--- config.mk ---
export PLATFORM = sky130hd
export DESIGN_NAME = fp_mul_round_stage
export DESIGN_NICKNAME = d
export VERILOG_FILES = /design/src/rtl/fp_mul_pkg.sv /design/src/rtl/fp_mul_round_stage_round_dec.sv /design/src/rtl/fp_mul_round_stage.sv
export SDC_FILE = /design/constraint.sdc
export NUM_CORES = 1
export LEC_CHECK = 0
export ABC_AREA = 1
export CAP_MARGIN = 20
export CORE_UTILIZATION = 23
export CTS_BUF_LIST = sky130_fd_sc_hd__clkbuf_2 sky130_fd_sc_hd__clkbuf_4 sky130_fd_sc_hd__clkbuf_8
export DETAILED_ROUTE_END_ITERATION = 8
export MAX_ROUTING_LAYER = met4
export PLACE_DENSITY = 0.46
export SLEW_MARGIN = 20
export SYNTH_ARGS = -nofsm -noshare
export SYNTH_HDL_FRONTEND = slang
export SYNTH_SLANG_ARGS = --single-unit
--- constraint.sdc ---
create_clock -name clk -period 3.9 [get_ports clk]
set_clock_uncertainty 0.2 [all_clocks]
set_input_delay 0.975 -clock clk [delete_from_list [all_inputs] [get_ports clk]]
set_output_delay 0.975 -clock clk [all_outputs]
set_load 0.01 [all_outputs]
--- src/rtl/fp_mul_pkg.sv ---
// fp_mul_pkg: widths, rounding-mode encoding, result constants and the stage-1 record
// shared by the FP32 multiplier back-end. FP_MUL_INEXACT_EN adds the nonzero flag used for nx.
package fp_mul_pkg;

  localparam int EXP_W = 8;
  localparam int FRC_W = 23;
  localparam int SUM_W = EXP_W + 2;
  localparam int E_W   = SUM_W + 2;
  localparam int PRD_W = 2 * (FRC_W + 1);
  localparam int FP_W  = 1 + EXP_W + FRC_W;

  localparam int BIAS    = 127;
  localparam int EXP_MAX = 2 * BIAS + 1;

  localparam logic [FP_W-2:0] FP_INF  = 31'h7F800000;
  localparam logic [FP_W-2:0] FP_MAXF = 31'h7F7FFFFF;

  localparam logic [E_W-1:0] E_ONE = {{(E_W-1){1'b0}}, 1'b1};
  localparam logic [E_W-1:0] E_MAX = E_W'(EXP_MAX);

  typedef enum logic [2:0] {
    RNE = 3'd0,
    RTZ = 3'd1,
    RDN = 3'd2,
    RUP = 3'd3,
    RMM = 3'd4
  } rmode_e;

  // e is two extra bits wider than exp_sum so neither +1 can wrap.
  typedef struct packed {
    logic             sign;
    logic [E_W-1:0]   e;
    logic [FRC_W-1:0] mantissa;
    logic             g;
    logic             s;
    logic             zero;
    logic [2:0]       rmode;
`ifdef FP_MUL_INEXACT_EN
    logic             nz;
`endif
  } s1_t;

endpackage

--- src/rtl/fp_mul_round_stage_round_dec.sv ---
// fp_round_dec: combinational round-up decision from rounding mode, sign, lsb, guard and sticky.
module fp_round_dec
  import fp_mul_pkg::*;
(
  input  logic [2:0] r_mode,
  input  logic       sign,
  input  logic       lsb,
  input  logic       g,
  input  logic       s,
  output logic       inc
);

  // Unused encodings fall back to round-to-nearest-even.
  always_comb begin
    inc = 1'b0;
    case (r_mode)
      RTZ:     inc = 1'b0;
      RDN:     inc = sign & (g | s);
      RUP:     inc = ~sign & (g | s);
      RMM:     inc = g;
      default: inc = g & (s | lsb);
    endcase
  end

endmodule

--- src/rtl/fp_mul_round_stage.sv ---
// fp_mul_round_stage: normalize / round / pack back-end of the FP32 multiplier, 2-stage valid/ready pipe.
// Define FP_MUL_INEXACT_EN to add the nx (inexact) output.
module fp_mul_round_stage
  import fp_mul_pkg::*;
(
  input  logic             clk,
  input  logic             rst,
  input  logic             in_valid,
  output logic             in_ready,
  input  logic             sign_Z,
  input  logic [SUM_W-1:0] exp_sum,
  input  logic [PRD_W-1:0] frc_Z_full,
  input  logic             zero_flag,
  input  logic [2:0]       r_mode,
  output logic             out_valid,
  input  logic             out_ready,
  output logic [FP_W-1:0]  fp_Z,
  output logic             ovrf,
  output logic             udrf
`ifdef FP_MUL_INEXACT_EN
  ,
  output logic             nx
`endif
);

  logic             en_s;
  s1_t              s1_d, s1_q;
  logic             s1_valid_d, s1_valid_q;
  logic [E_W-1:0]   exp_ext_s;
  logic             inc_s, carry_s;
  logic [FRC_W-1:0] mant_r_s;
  logic [E_W-1:0]   e_r_s;
  logic             ovf_s, udf_s, inf_sel_s;
  logic             out_valid_d, out_valid_q;
  logic             ovrf_d, ovrf_q, udrf_d, udrf_q;
  logic [FP_W-1:0]  fp_z_d, fp_z_q;

  assign en_s      = ~out_valid_q | out_ready;
  assign in_ready  = en_s;
  assign exp_ext_s = {{(E_W-SUM_W){exp_sum[SUM_W-1]}}, exp_sum};

  // Stage 1: capture and normalize the raw Q2.46 product.
  always_comb begin
    s1_d       = s1_q;
    s1_valid_d = s1_valid_q;
    if (en_s) begin
      s1_valid_d = in_valid;
      if (in_valid) begin
        s1_d.sign  = sign_Z;
        s1_d.zero  = zero_flag;
        s1_d.rmode = r_mode;
`ifdef FP_MUL_INEXACT_EN
        s1_d.nz    = |frc_Z_full;
`endif
        if (frc_Z_full[PRD_W-1]) begin
          s1_d.mantissa = frc_Z_full[PRD_W-2 -: FRC_W];
          s1_d.g        = frc_Z_full[PRD_W-2-FRC_W];
          s1_d.s        = |frc_Z_full[PRD_W-3-FRC_W:0];
          s1_d.e        = exp_ext_s + E_ONE;
        end else begin
          s1_d.mantissa = frc_Z_full[PRD_W-3 -: FRC_W];
          s1_d.g        = frc_Z_full[PRD_W-3-FRC_W];
          s1_d.s        = |frc_Z_full[PRD_W-4-FRC_W:0];
          s1_d.e        = exp_ext_s;
        end
      end else begin
        s1_d = s1_q;
      end
    end else begin
      s1_valid_d = s1_valid_q;
    end
  end

  fp_round_dec u_round_dec (
    .r_mode (s1_q.rmode),
    .sign   (s1_q.sign),
    .lsb    (s1_q.mantissa[0]),
    .g      (s1_q.g),
    .s      (s1_q.s),
    .inc    (inc_s)
  );

  // A carry out of the fraction leaves it all-zero and bumps the exponent.
  assign {carry_s, mant_r_s} = {1'b0, s1_q.mantissa} + {{FRC_W{1'b0}}, inc_s};
  assign e_r_s = s1_q.e + {{(E_W-1){1'b0}}, carry_s};
  assign ovf_s = $signed(e_r_s) >= $signed(E_MAX);
  assign udf_s = $signed(e_r_s) <  $signed(E_ONE);

  // Overflow saturates to infinity only when the mode rounds away from zero for this sign.
  always_comb begin
    inf_sel_s = 1'b1;
    case (s1_q.rmode)
      RTZ:     inf_sel_s = 1'b0;
      RDN:     inf_sel_s = s1_q.sign;
      RUP:     inf_sel_s = ~s1_q.sign;
      default: inf_sel_s = 1'b1;
    endcase
  end

  // Stage 2: round, classify and pack; flags are cleared whenever no result is presented.
  always_comb begin
    out_valid_d = out_valid_q;
    fp_z_d      = fp_z_q;
    ovrf_d      = ovrf_q;
    udrf_d      = udrf_q;
    if (en_s) begin
      out_valid_d = s1_valid_q;
      ovrf_d      = 1'b0;
      udrf_d      = 1'b0;
      if (!s1_valid_q) begin
        fp_z_d = fp_z_q;
      end else if (s1_q.zero) begin
        fp_z_d = {s1_q.sign, {(FP_W-1){1'b0}}};
      end else if (ovf_s) begin
        ovrf_d = 1'b1;
        fp_z_d = {s1_q.sign, (inf_sel_s ? FP_INF : FP_MAXF)};
      end else if (udf_s) begin
        udrf_d = 1'b1;
        fp_z_d = {s1_q.sign, {(FP_W-1){1'b0}}};
      end else begin
        fp_z_d = {s1_q.sign, e_r_s[EXP_W-1:0], mant_r_s};
      end
    end else begin
      out_valid_d = out_valid_q;
    end
  end

  always_ff @(posedge clk or posedge rst) begin
    if (rst) begin
      s1_q        <= '0;
      s1_valid_q  <= 1'b0;
      out_valid_q <= 1'b0;
      fp_z_q      <= '0;
      ovrf_q      <= 1'b0;
      udrf_q      <= 1'b0;
    end else begin
      s1_q        <= s1_d;
      s1_valid_q  <= s1_valid_d;
      out_valid_q <= out_valid_d;
      fp_z_q      <= fp_z_d;
      ovrf_q      <= ovrf_d;
      udrf_q      <= udrf_d;
    end
  end

`ifdef FP_MUL_INEXACT_EN
  logic nx_d, nx_q;

  // Inexact: lost bits on the normal path, or any nonzero value that saturated or flushed.
  always_comb begin
    nx_d = nx_q;
    if (en_s) begin
      if (s1_valid_q && !s1_q.zero) begin
        nx_d = (ovf_s || udf_s) ? s1_q.nz : (s1_q.g | s1_q.s);
      end else begin
        nx_d = 1'b0;
      end
    end else begin
      nx_d = nx_q;
    end
  end

  always_ff @(posedge clk or posedge rst) begin
    if (rst) begin
      nx_q <= 1'b0;
    end else begin
      nx_q <= nx_d;
    end
  end

  assign nx = nx_q;
`endif

  assign out_valid = out_valid_q;
  assign fp_Z      = fp_z_q;
  assign ovrf      = ovrf_q;
  assign udrf      = udrf_q;

endmodule

==> results.sh <==
export IMPL_antenna_left=0
export IMPL_cp_num_buf_inv=3
export IMPL_hpwlAfterDp_um=9820
export IMPL_multi_input_area_mm2=0.00257
export IMPL_cts_htree_levels=3
export IMPL_min_period_ns=3.95
export IMPL_instances_no_fill=1040
export IMPL_routed_wirelength_um=13200
export IMPL_place_ws_ns=-0.145
export IMPL_antennaDiodeCount=0
export IMPL_timing_max_cap_violations=0
export IMPL_worst_pin_slew_ns=0.571
export IMPL_grt_pass1_wl_um=21200
export IMPL_initial_core_util_pct=23.5
export IMPL_path_max_fanout=8
export IMPL_ctsHoldBuffers=0
export IMPL_timing_fmax_mhz=253
export IMPL_numCtsBuffers=9
export IMPL_portBuffers=102
export IMPL_regArea_mm2=0.00193
export IMPL_synth_cells=653
export IMPL_gp_congestion=0.810
export IMPL_irDropWorstVdd_mv=0.152
export IMPL_clk_latency_ns=0.35
export IMPL_cts_tree="built"
export IMPL_nFillCells=2139
export IMPL_crit_type="reg2reg"
export IMPL_yosysSeqAreaShare_pct=41.9
export IMPL_track_usage_pct=13.6
export IMPL_power_leakage_uw=0.00312
export IMPL_via_per_inst=4.17
export IMPL_die_h_um=143
export IMPL_first_pass_iters=4
export IMPL_die_area_mm2=0.0205
export IMPL_grt_pass1_vias=4087
export IMPL_status="finished, violations left"
export IMPL_finalPower_uw=2980
export IMPL_cp_start_kind="flop"
export IMPL_setup_viol=22
export IMPL_hold_slack_ns=0.272
export IMPL_relSlewSlack_pct=61.9
export IMPL_critPathRequiredTime_ns=3.95
export IMPL_avgSynthCellArea_um2=7.04
export IMPL_clkSinkCount=77
export IMPL_wl_per_cell_um=12.7
export IMPL_path_common_cell="nand2_1"
export IMPL_nets=844
export IMPL_hold_viol_final=0
export IMPL_mostFrequentLayoutCell="nand2_1"
export IMPL_synth_seq_cells=77
export IMPL_fin_crit_sh_pct=101
export IMPL_final_cell_mix="nand2_1 (201), clkdlybuf4s50_1 (101), dfrtp_1 (77), inv_1 (76), nor2_1 (39)"
export IMPL_netlist_area_mm2=0.00459
export IMPL_overflow=0
export IMPL_synth_edf_count=0
export IMPL_crit_family="simple AND/OR/NAND/NOR gates"
export IMPL_slowest_stage="dfrtp_1"
export IMPL_drc=0
export IMPL_critPathMaxStageDelay_ns=0.36
export IMPL_critPathArrivalTime_ns=4.00
export IMPL_drive_gt1_share_pct=17.5
export IMPL_synth_net_count=725
export IMPL_synth_main_ff_cell="dfrtp_1"
export IMPL_rsz0062_at_grt="yes"
export IMPL_setup_slack_ns=-0.0533
export IMPL_die_w_um=143
export IMPL_placedCellCount=1009
export IMPL_core_area_mm2=0.0195
export IMPL_netlist_cell_type_count=35
export IMPL_violations="negative setup slack"
export IMPL_areaGrowthSynthToFinish_pct=45.3
export IMPL_async_reset_ff_share_pct=100
export IMPL_fin_tns_setup_ns=-0.683
export IMPL_yosys_warnings=0
export IMPL_finalMaxSlewViolations=0
export IMPL_ctsLongestPathBuffers=2
export IMPL_end_kind="flop"
export IMPL_grt_max_degree=61
export IMPL_num_io_pins=103
export IMPL_drtIter0Drc=255
export IMPL_root_buffer="clkbuf_8"
export IMPL_powerDensity_mw_per_mm2=446
export IMPL_antenna_found_initial=0
export IMPL_path_clk_slew_ns=0.08
export IMPL_vias=4337
export IMPL_rows=51
export IMPL_hold_class="reg2reg"
## cell type report
cell class,count,area share [%]
timing repair buffer,132,20.2
clock buffer,12,2.29
multi-input combinational,470,38.5
sequential,77,28.9
clock inverter,2,0.525
tap,265,4.97
inverter,82,4.61
## metal layers
| metal | global-route usage, % | up-vias | wire length, µm |
|---|---|---|---|
| li1 | - | 2295 | - |
| met5 | - | - | 0 |
| met3 | 1.40 | 5 | 386 |
| met2 | 18.2 | 84 | 5590 |
| met4 | 5.38 | 0 | 95 |
| met1 | 20.6 | 1953 | 7140 |
## sequential cells by signal, indices dropped and copies added, names as in the netlist
| name | flops |
|---|---|
| out_valid | 1 |
| ovrf | 1 |
| s1_valid_q | 1 |
| fp_Z | 32 |
| s1_q | 41 |
| udrf | 1 |
## worst min-delay path, delay by kind of cell (launching register included)
family / cells / cell delay, ns
flops: 1 / 0.34
simple gates: 2 / 0.09
## Yosys cell counts, types with 3 or more instances
| master | number | area, µm² |
|---|---|---|
| dfrtp_1 | 77 | 1930 |
| nand3_1 | 39 | 195 |
| o21ai_0 | 41 | 205 |
| nand4_1 | 8 | 50.1 |
| inv_1 | 79 | 297 |
| nand2_1 | 243 | 912 |
| nand2_2 | 4 | 25.0 |
| buf_4 | 3 | 22.5 |
| or2_2 | 6 | 37.5 |
| clkbuf_1 | 16 | 60.1 |
| nor2_1 | 46 | 173 |
| a31oi_1 | 6 | 37.5 |
| o22ai_1 | 5 | 31.3 |
| ha_1 | 5 | 62.6 |
| xor2_1 | 20 | 175 |
| nor3_1 | 13 | 65.1 |
| o211ai_1 | 14 | 105 |
| nor4_1 | 4 | 25.0 |
## worst paths after layout
check / start / to / slack, ns / cells after the start
max: s1_q[0] / fp_Z[3] / -0.05 / 27
min: fp_Z[9] / fp_Z[9] / 0.27 / 2
max reg2reg: s1_q[0] / fp_Z[3] / -0.05 / 27
min reg2reg: fp_Z[9] / fp_Z[9] / 0.27 / 2
max in group asynchronous: rst / fp_Z[20] / 2.23 / 3
min in group asynchronous: rst / out_valid / 0.60 / 2
## power by group
group          switching (µW)  leakage, µW  total, µW  internal [µW]
Combinational             619      0.00207       1210            596
Clock                     287    0.0000991        608            320
Sequential                154     0.000951       1150            998
## per-stage QoR
stage / util [%] / area [µm²]
5_1_grt: 34.2 / 6680
4_1_cts: 31.5 / 6160
2_1_floorplan: - / 4590
6_report: 34.2 / 6680
3_5_place_dp: 30.5 / 5950
3_3_place_gp: 30.5 / 5950
## logic make-up after synthesis
logic type | Yosys count | share of synthesized area, %
simple gates | 368 | 33.2
buf+inv | 107 | 9.37
flops | 77 | 41.9
compound gates | 75 | 10.1
xor+xnor | 21 | 4.00
fa+ha+maj | 5 | 1.36
## what timing repair did
item,CTS,global route
pin swaps,2,48
buffers inserted,0,12
setup endpoints to repair,23,33
cloned,1,4
gates resized for setup,2,91
Power figures use the tool's default switching activity.
